===== src/rtl/block_mem_bridge.sv =====
// block_mem_bridge: carries one 256-bit block read or write request at a time
// to a single-port 32-bit synchronous RAM as eight back-to-back word beats,
// and assembles read words into a block-wide response.
// Optional feature: define BLOCK_MEM_BRIDGE_WMASK_EN to add a per-word write
// mask (req_wmask). Masked-off write beats keep their cycle but drive no strobe.
module block_mem_bridge #(
   parameter int unsigned ADDR_W = 11,
   parameter int unsigned WORDS  = 8,
   parameter int unsigned WORD_W = 32
) (
   input  logic                            clock,
   input  logic                            reset,
   input  logic                            req_valid,
   output logic                            req_ready,
   input  logic                            req_write,
   input  logic [ADDR_W-1:0]               req_addr,
   input  logic [WORDS*WORD_W-1:0]         req_wdata,
`ifdef BLOCK_MEM_BRIDGE_WMASK_EN
   input  logic [WORDS-1:0]                req_wmask,
`endif
   output logic                            rsp_valid,
   output logic [WORDS*WORD_W-1:0]         rsp_rdata,
   output logic                            ram_en,
   output logic                            ram_we,
   output logic [ADDR_W+$clog2(WORDS)-1:0] ram_addr,
   output logic [WORD_W-1:0]               ram_wdata,
   input  logic [WORD_W-1:0]               ram_rdata
);

   localparam int unsigned       BEAT_W    = $clog2(WORDS);
   localparam logic [BEAT_W-1:0] LAST_BEAT = BEAT_W'(WORDS - 1);

   typedef enum logic [2:0] {
      IDLE,
      WRITE,
      READ,
      DRAIN,
      RESP
   } state_t;

   state_t            state;
   state_t            stateNext;
   logic [BEAT_W-1:0] beat;
   logic [BEAT_W-1:0] prevBeat;
   logic [ADDR_W-1:0] addrQ;
   logic [WORD_W-1:0] wrWords [WORDS];
   logic [WORD_W-1:0] rdWords [WORDS];
   logic              beatOn;

`ifdef BLOCK_MEM_BRIDGE_WMASK_EN
   logic [WORDS-1:0]  wmaskQ;

   // Latch the per-word write mask together with the request.
   always_ff @(posedge clock or negedge reset) begin
      if (!reset) begin
         wmaskQ <= '0;
      end else if (state == IDLE && req_valid) begin
         wmaskQ <= req_wmask;
      end
   end

   assign beatOn = wmaskQ[beat];
`else
   assign beatOn = 1'b1;
`endif

   // Read data for beat b-1 arrives while beat b is on the RAM port.
   assign prevBeat = beat - 1'b1;

   // State register.
   always_ff @(posedge clock or negedge reset) begin
      if (!reset) begin
         state <= IDLE;
      end else begin
         state <= stateNext;
      end
   end

   // Next-state decode and all handshake/RAM outputs, decoded from state.
   always_comb begin
      stateNext = state;
      req_ready = 1'b0;
      rsp_valid = 1'b0;
      ram_en    = 1'b0;
      ram_we    = 1'b0;
      ram_addr  = '0;
      ram_wdata = '0;
      case (state)
         IDLE: begin
            req_ready = 1'b1;
            if (req_valid) begin
               stateNext = req_write ? WRITE : READ;
            end
         end
         WRITE: begin
            ram_en    = beatOn;
            ram_we    = beatOn;
            ram_addr  = {addrQ, beat};
            ram_wdata = wrWords[beat];
            if (beat == LAST_BEAT) begin
               stateNext = RESP;
            end
         end
         READ: begin
            ram_en   = 1'b1;
            ram_addr = {addrQ, beat};
            if (beat == LAST_BEAT) begin
               stateNext = DRAIN;
            end
         end
         DRAIN: begin
            stateNext = RESP;
         end
         RESP: begin
            rsp_valid = 1'b1;
            stateNext = IDLE;
         end
         default: begin
            stateNext = IDLE;
         end
      endcase
   end

   // Request capture and beat counter; beat restarts at 0 on every accept.
   always_ff @(posedge clock or negedge reset) begin
      if (!reset) begin
         beat  <= '0;
         addrQ <= '0;
         for (int unsigned i = 0; i < WORDS; i++) begin
            wrWords[i] <= '0;
         end
      end else begin
         case (state)
            IDLE: begin
               beat <= '0;
               if (req_valid) begin
                  addrQ <= req_addr;
                  for (int unsigned i = 0; i < WORDS; i++) begin
                     wrWords[i] <= req_wdata[i*WORD_W +: WORD_W];
                  end
               end
            end
            WRITE, READ: begin
               beat <= beat + 1'b1;
            end
            default: begin
            end
         endcase
      end
   end

   // Read assembly: capture each returning word one cycle behind its beat.
   always_ff @(posedge clock or negedge reset) begin
      if (!reset) begin
         for (int unsigned i = 0; i < WORDS; i++) begin
            rdWords[i] <= '0;
         end
      end else if (state == READ && beat != '0) begin
         rdWords[prevBeat] <= ram_rdata;
      end else if (state == DRAIN) begin
         rdWords[LAST_BEAT] <= ram_rdata;
      end
   end

   // Pack the read words into the response bus, word 0 in the low bits.
   always_comb begin
      rsp_rdata = '0;
      for (int unsigned i = 0; i < WORDS; i++) begin
         rsp_rdata[i*WORD_W +: WORD_W] = rdWords[i];
      end
   end

endmodule


===== config.mk =====
export PLATFORM = sky130hd
export DESIGN_NAME = block_mem_bridge
export DESIGN_NICKNAME = d
export VERILOG_FILES = /design/src/rtl/block_mem_bridge.sv
export SDC_FILE = /design/constraint.sdc
export NUM_CORES = 1
export LEC_CHECK = 0
export CAP_MARGIN = 20
export CORE_AREA = 2 2 238 240
export DETAILED_ROUTE_END_ITERATION = 10
export DIE_AREA = 0 0 240 242
export GPL_ROUTABILITY_DRIVEN = 0
export PLACE_DENSITY = 0.68
export REMOVE_ABC_BUFFERS = 1
export SYNTH_ARGS = -nofsm -noshare
export SYNTH_HDL_FRONTEND = slang
export SYNTH_SLANG_ARGS = --single-unit
export TNS_END_PERCENT = 5

===== constraint.sdc =====
create_clock -name clock -period 4.2 [get_ports clock]
set_input_delay 0.84 -clock clock [delete_from_list [all_inputs] [get_ports clock]]
set_output_delay 0.84 -clock clock [all_outputs]
set_load 0.02 [all_outputs]

Yosys cells after proc, flatten, opt, wreduce, memory -nomap -nowiden
Cells that the tools add are included.
{"block": "word_totals", "reg_bits": 529, "latchBits": 0, "mem_bits_rw": 0, "romBits": 0, "input_bits": 303, "output_inout_bits": 306, "wordCells": 63, "memories": 0}
{"block": "classes", "addsub": 2, "mul": 0, "div": 0, "order_cmp": 3, "n_eq_ne": 8, "n_shift": 0, "n_mux": 20, "bitwise_logic": 2, "n_reduce_logical": 9}
{"op": "$bwmux W256", "n": 1}
{"op": "$mux W32", "n": 6}
{"op": "$bmux W32 S3", "n": 1}
{"op": "$demux W32 S3", "n": 1}
{"op": "$mux W14", "n": 1}
{"op": "$pmux W3 S4", "n": 1}
{"op": "$mux W3", "n": 3}
{"op": "$ge A4 B4 Y1 const B", "n": 2}
{"op": "$not A3 Y4", "n": 2}
{"op": "$eq A3 B2 Y1 const B", "n": 2}
{"op": "$eq A3 B3 Y1 const B", "n": 2}
{"op": "$ne A2 B2 Y1 const B", "n": 3}
{"op": "$pmux W3 S2", "n": 1}
{"op": "$lt A4 B1 Y1 const B", "n": 1}
{"op": "$mux W1", "n": 4}
{"op": "$reduce_bool A2 Y1", "n": 2}
{"op": "$add A3 B1 Y3 const B", "n": 1}
{"op": "$eq A3 B1 Y1 const B", "n": 1}
{"op": "$logic_not A3 Y1", "n": 1}
{"op": "$reduce_and A3 Y1", "n": 1}
{"op": "$reduce_bool A3 Y1", "n": 1}
{"op": "$sub A3 B1 Y3 const B", "n": 1}
{"op": "$logic_and A1 B1 Y1", "n": 2}
{"op": "$mux W2", "n": 1}
{"op": "2 further kinds", "n": 2}

Depth between registers and ports, before layout
{"block": "logic_depth", "word_depth": 8, "mapped_depth": 11, "depth_no_buf": 6}

Worst setup path after synthesis
OpenSTA, ideal clock, no wires.
{"block": "synth_path", "path_kind": "flip-flop to flip-flop", "start": "register beat[0]", "end": "register rdWords (netlist bit rsp_rdata[161])", "setup_ps": 128, "arrival_ps": 2815, "required_time_ps": 4072, "setup_slack_ps": 1258, "path_stages_with_launch": 12, "n_path_buf": 5, "synth_period_minus_slack_ps": 2942, "path_cell_list": "dfrtp_1 -> clkbuf_1 -> buf_2 -> buf_2 -> inv_1 -> ha_1 -> xor2_1 -> nand2_1 -> or3_1 -> clkbuf_1 -> buf_2 -> mux2_1"}
{"block": "synth_via", "elab_chain_cells": 7, "elab_cells_between_ends": 10, "classes_between": "add/sub (1); order compare (2); mux (3); bitwise (1); reduce/logical (3)"}
{"item": "from (decl)", "line_no": "43", "text": "logic [BEAT_W-1:0] beat;"}
{"item": "from (signal assigned)", "line_no": "144", "text": "beat <= beat + 1'b1;"}
{"item": "$sub A3 B1 Y3", "line_no": "68", "text": "assign prevBeat = beat - 1'b1;"}
{"item": "$not A3 Y4 (not written as such)", "line_no": "159", "text": "rdWords[prevBeat] <= ram_rdata;"}
{"item": "$ge A4 B4 Y1 (not written as such) or $lt A4 B1 Y1 (tied branches)", "line_no": "159"}
{"item": "$logic_and A1 B1 Y1 (not written as such)", "line_no": "159"}
{"item": "$mux W32 (not written as such)", "line_no": "159"}
{"item": "$demux W32 S3", "line_no": "159"}
{"item": "$bwmux W256", "line_no": "159"}
{"item": "to (signal, indexed assignment)", "line_no": "159"}
{"item": "to (signal, indexed assignment)", "line_no": "161", "text": "rdWords[LAST_BEAT] <= ram_rdata;"}
{"item": "to (decl)", "line_no": "47", "text": "logic [WORD_W-1:0] rdWords [WORDS];"}
Several ways; a longest one is shown, not always the timed one.
A chain may end at the register's enable or synchronous reset.

Worst setup path in the final report
{"block": "layout_path", "start": "register state[0]", "end": "output ram_wdata[11]"}
{"block": "layout_via", "elab_chain_cells": 2}
{"item": "from (decl)", "line_no": "41", "text": "state_t state;"}
{"item": "from (signal assigned)", "line_no": "75", "text": "state <= stateNext;"}
{"item": "$eq A3 B1 Y1", "line_no": "88", "text": "case (state)"}
{"item": "$mux W32", "line_no": "88"}
{"item": "to (decl)", "line_no": "26", "text": "output logic [WORD_W-1:0] ram_wdata,"}
Every way passes these cells.

==> results.sh <==
export IMPL_status="completed"
export IMPL_syn_area_um2=22060
export IMPL_critical_path_class="reg2out"
export IMPL_synth_top_family_by_area="multiplexers"
export IMPL_wl_met3_um=5927
export IMPL_synth_simple_area_share_pct=1.622
export IMPL_setup_viol=0
export IMPL_startpoint_type="flip-flop"
export IMPL_hold_viol=0
export IMPL_synth_compound_area_share_pct=1.026
export IMPL_period_needed_ns=3.978
export IMPL_clk_pin_slew_ns=0.06
export IMPL_syn_mean_instance_area_um2=15.77
export IMPL_max_freq_mhz=251.4
export IMPL_grt_pass1_vias=15360
export IMPL_vias=14310
export IMPL_dpl_cell_area_um2=29180
export IMPL_ys_top_cells_by_area="dfrtp_1 60%, mux2_2 23%, mux4_2 6.5%, mux2i_1 2.9%, mux2_1 1.7%"
export IMPL_wl_per_cell_um=22.82
export IMPL_via_per_inst=5.056
export IMPL_drc=0
export IMPL_start_util_pct=39.59
export IMPL_hold_buffers=0
export IMPL_cts_path_max_buffers=3
export IMPL_antenna_found_initial=26
export IMPL_final_util_pct=55.70
export IMPL_core_area_um2=55730
export IMPL_cts_tree="yes"
export IMPL_hpwl_um=46370
export IMPL_cts_buffers_inserted=56
export IMPL_total_power_mw=25.24
export IMPL_drt_initial_drc_count=541
export IMPL_rsz0062_at_grt="no"
export IMPL_rows=87
export IMPL_synth_top_area_share_pct=59.99
export IMPL_critPathCaptureType="output pin"
export IMPL_min_path_type="in2async"
export IMPL_gr_total_overflow=0
export IMPL_cap_viol_max_count=0
export IMPL_fin_area_um2=31050
export IMPL_worstSkewPairLatency_ns=0.60
export IMPL_wirelength_um=64570
export IMPL_cts_htree_levels=2
export IMPL_ant_nets=0
export IMPL_synth_fa_ha_area_share_pct=0.2268
export IMPL_wl_met1_um=25590
export IMPL_area_growth_pct=40.70
export IMPL_worst_slew_pin_slew_ns=1.071
export IMPL_syn_inst=1399
export IMPL_worst_ir_drop_vdd_v=0.0004469
export IMPL_worst_path_max_fanout=27
export IMPL_skew_ns=0.01453
export IMPL_synth_xor_area_share_pct=0.1191
export IMPL_die_h_um=242
export IMPL_cp_arrival_ns=3.14
export IMPL_instances_no_fill=2830
export IMPL_die_area_um2=58080
export IMPL_drv_slew=0
export IMPL_grt_total_usage_pct=22.22
export IMPL_die_x_um=240
export IMPL_synth_warnings=0
export IMPL_cts_sinks=529
export IMPL_grt_pass1_wl_um=97300
export IMPL_slew_headroom_pct=28.58
export IMPL_p_per_area_nw_per_um2=813.1
export IMPL_io_buffers=608
export IMPL_synth_largest_area_cell="dfrtp_1"
export IMPL_layout_nets=2326
export IMPL_fin_crit_sh_pct=94.72
export IMPL_ys_seq_area_share_pct=59.99
export IMPL_yosysUniqueCellTypes=29
export IMPL_grt_max_degree=89
export IMPL_ys_ff_latch=529
export IMPL_boundaryPins=609
export IMPL_muxShareOfSynthArea_pct=34.49
export IMPL_dp_cells=2716
export IMPL_highest_signal_layer="met5"
export IMPL_crit_required_ns=3.36
export IMPL_hold_ws_ns=0.2535
export IMPL_clockRootBuffer="clkbuf_16"
export IMPL_dr_pass1_iters=4
export IMPL_drive_gt1_share_pct=32.66
export IMPL_routed_wl_met2_um=31190
export IMPL_leakage_nw=13.27
-- kinds of logic (layout without fill, tap and decap cells) --
| group | count (synthesis) | count (layout) |
|---|---|---|
| muxes | 619 | 619 |
| AOI/OAI and AO/OA | 42 | 42 |
| DFF | 529 | 529 |
| buffers and inverters | 127 | 792 |
| xor gates and xnor gates | 3 | 3 |
| adders and majority gates | 4 | 4 |
| and+or+nand+nor | 75 | 75 |
| other | 0 | 10 |
-- Yosys cell counts --
master	instances
clkbuf_1	23
nand2_1	6
o22a_1	1
o32a_1	1
a211oi_1	1
nand3_2	1
a21oi_1	4
mux2_2	458
mux2i_1	64
buf_1	4
inv_1	37
nor2_1	40
mux4_2	64
or3_1	3
nor4_2	1
o21ai_0	32
nor3b_1	1
nand2b_1	2
a31oi_1	2
nor3_1	6
and2_1	14
ha_1	4
xor2_1	1
dfrtp_1	529
nand4_1	1
mux2_1	33
o31ai_1	1
xnor2_1	2
buf_2	63
-- layer usage --
metal | vias to the layer above | track usage (%)
met4 | 36 | 6.339
met1 | 7365 | 27.04
met2 | 512 | 36.64
met3 | 123 | 8.592
li1 | 6273 | -
met5 | - | 0
-- flip-flops by register name, summed over array words and instances (netlist names) --
| signal | cells |
|---|---|
| wrWords | 256 |
| rsp_rdata | 256 |
| state | 3 |
| addrQ | 11 |
| beat | 3 |
-- timing repair --
item	4_1_cts	5_1_grt
endpoints found under the setup margin	6	0
buffers inserted	1	0
gates resized for setup	0	0
-- through the flow --
stage	setup TNS [ns]	setup WS (ns)
3_5_place_dp	0	0.6081
3_3_place_gp	0	0.6715
2_1_floorplan	-1453.02	-3.947
6_report	0	0.2217
5_1_grt	0	0.04473
4_1_cts	0	0.1471
-- layout by cell type, fill, tap and decap left out, types with 2 or more instances in the layout --
| cell | n |
|---|---|
| nand2_1 | 6 |
| clkbuf_1 | 11 |
| inv_1 | 37 |
| mux2_1 | 33 |
| clkdlybuf4s50_1 | 607 |
| clkbuf_16 | 57 |
| buf_12 | 10 |
| and2_1 | 13 |
| a21oi_1 | 4 |
| nor2_1 | 37 |
| o21ai_0 | 32 |
| mux4_2 | 64 |
| dfrtp_1 | 526 |
| inv_6 | 3 |
| clkinv_2 | 12 |
| or3_2 | 3 |
| xnor2_1 | 2 |
| diode_2 | 10 |
| ha_1 | 4 |
| buf_4 | 34 |
| clkbuf_8 | 19 |
| nand2b_1 | 2 |
| a31oi_1 | 2 |
| nor3_2 | 2 |
| nor3_1 | 4 |
| dfrtp_4 | 2 |
| mux2i_1 | 64 |
| mux2_2 | 458 |
| nor2_4 | 3 |
-- power by group --
part	internal [mW]	total (mW)	switching (mW)
clock network	2.82	4.84	2.02
logic	6.20	11.4	5.19
registers	7.54	9.01	1.47
total	16.6	25.2	8.69
-- path summary, 6_finish.rpt --
path | from | to | slack (ns) | cells after the start
max in group asynchronous | reset | rsp_rdata[219]$_DFFE_PN0P_ | 2.86 | 3
worst min-delay path | reset | rsp_rdata[132]$_DFFE_PN0P_ | 0.25 | 1
worst min register to register | rsp_rdata[183]$_DFFE_PN0P_ | rsp_rdata[183]$_DFFE_PN0P_ | 0.49 | 1
worst max-delay path | state[0]$_DFFE_PN0P_ | ram_wdata[11] | 0.22 | 4
worst max register to register | beat[0]$_DFFE_PN0P_ | rsp_rdata[190]$_DFFE_PN0P_ | 0.75 | 7
min in group clock | rsp_rdata[183]$_DFFE_PN0P_ | rsp_rdata[183]$_DFFE_PN0P_ | 0.49 | 1
-- cell type report --
type / instances / area [um2]
diodes: 10 / 25.02
clock buffers: 87 / 1729
clock inverters: 16 / 93.84
fillers: 4620 / 24690
inverters: 37 / 138.9
multi-input cells: 743 / 8320
flip-flops and latches: 529 / 13250
well taps: 756 / 945.9
repair buffers: 652 / 6546
-- critical path, stage by stage (launching register included) --
cell and delay [ns]:
dfrtp_1 0.51, inv_1 0.09, or3_2 0.85, nor2_1 0.40, clkdlybuf4s50_1 0.68
No activity file was read; power rests on OpenSTA's default activity.
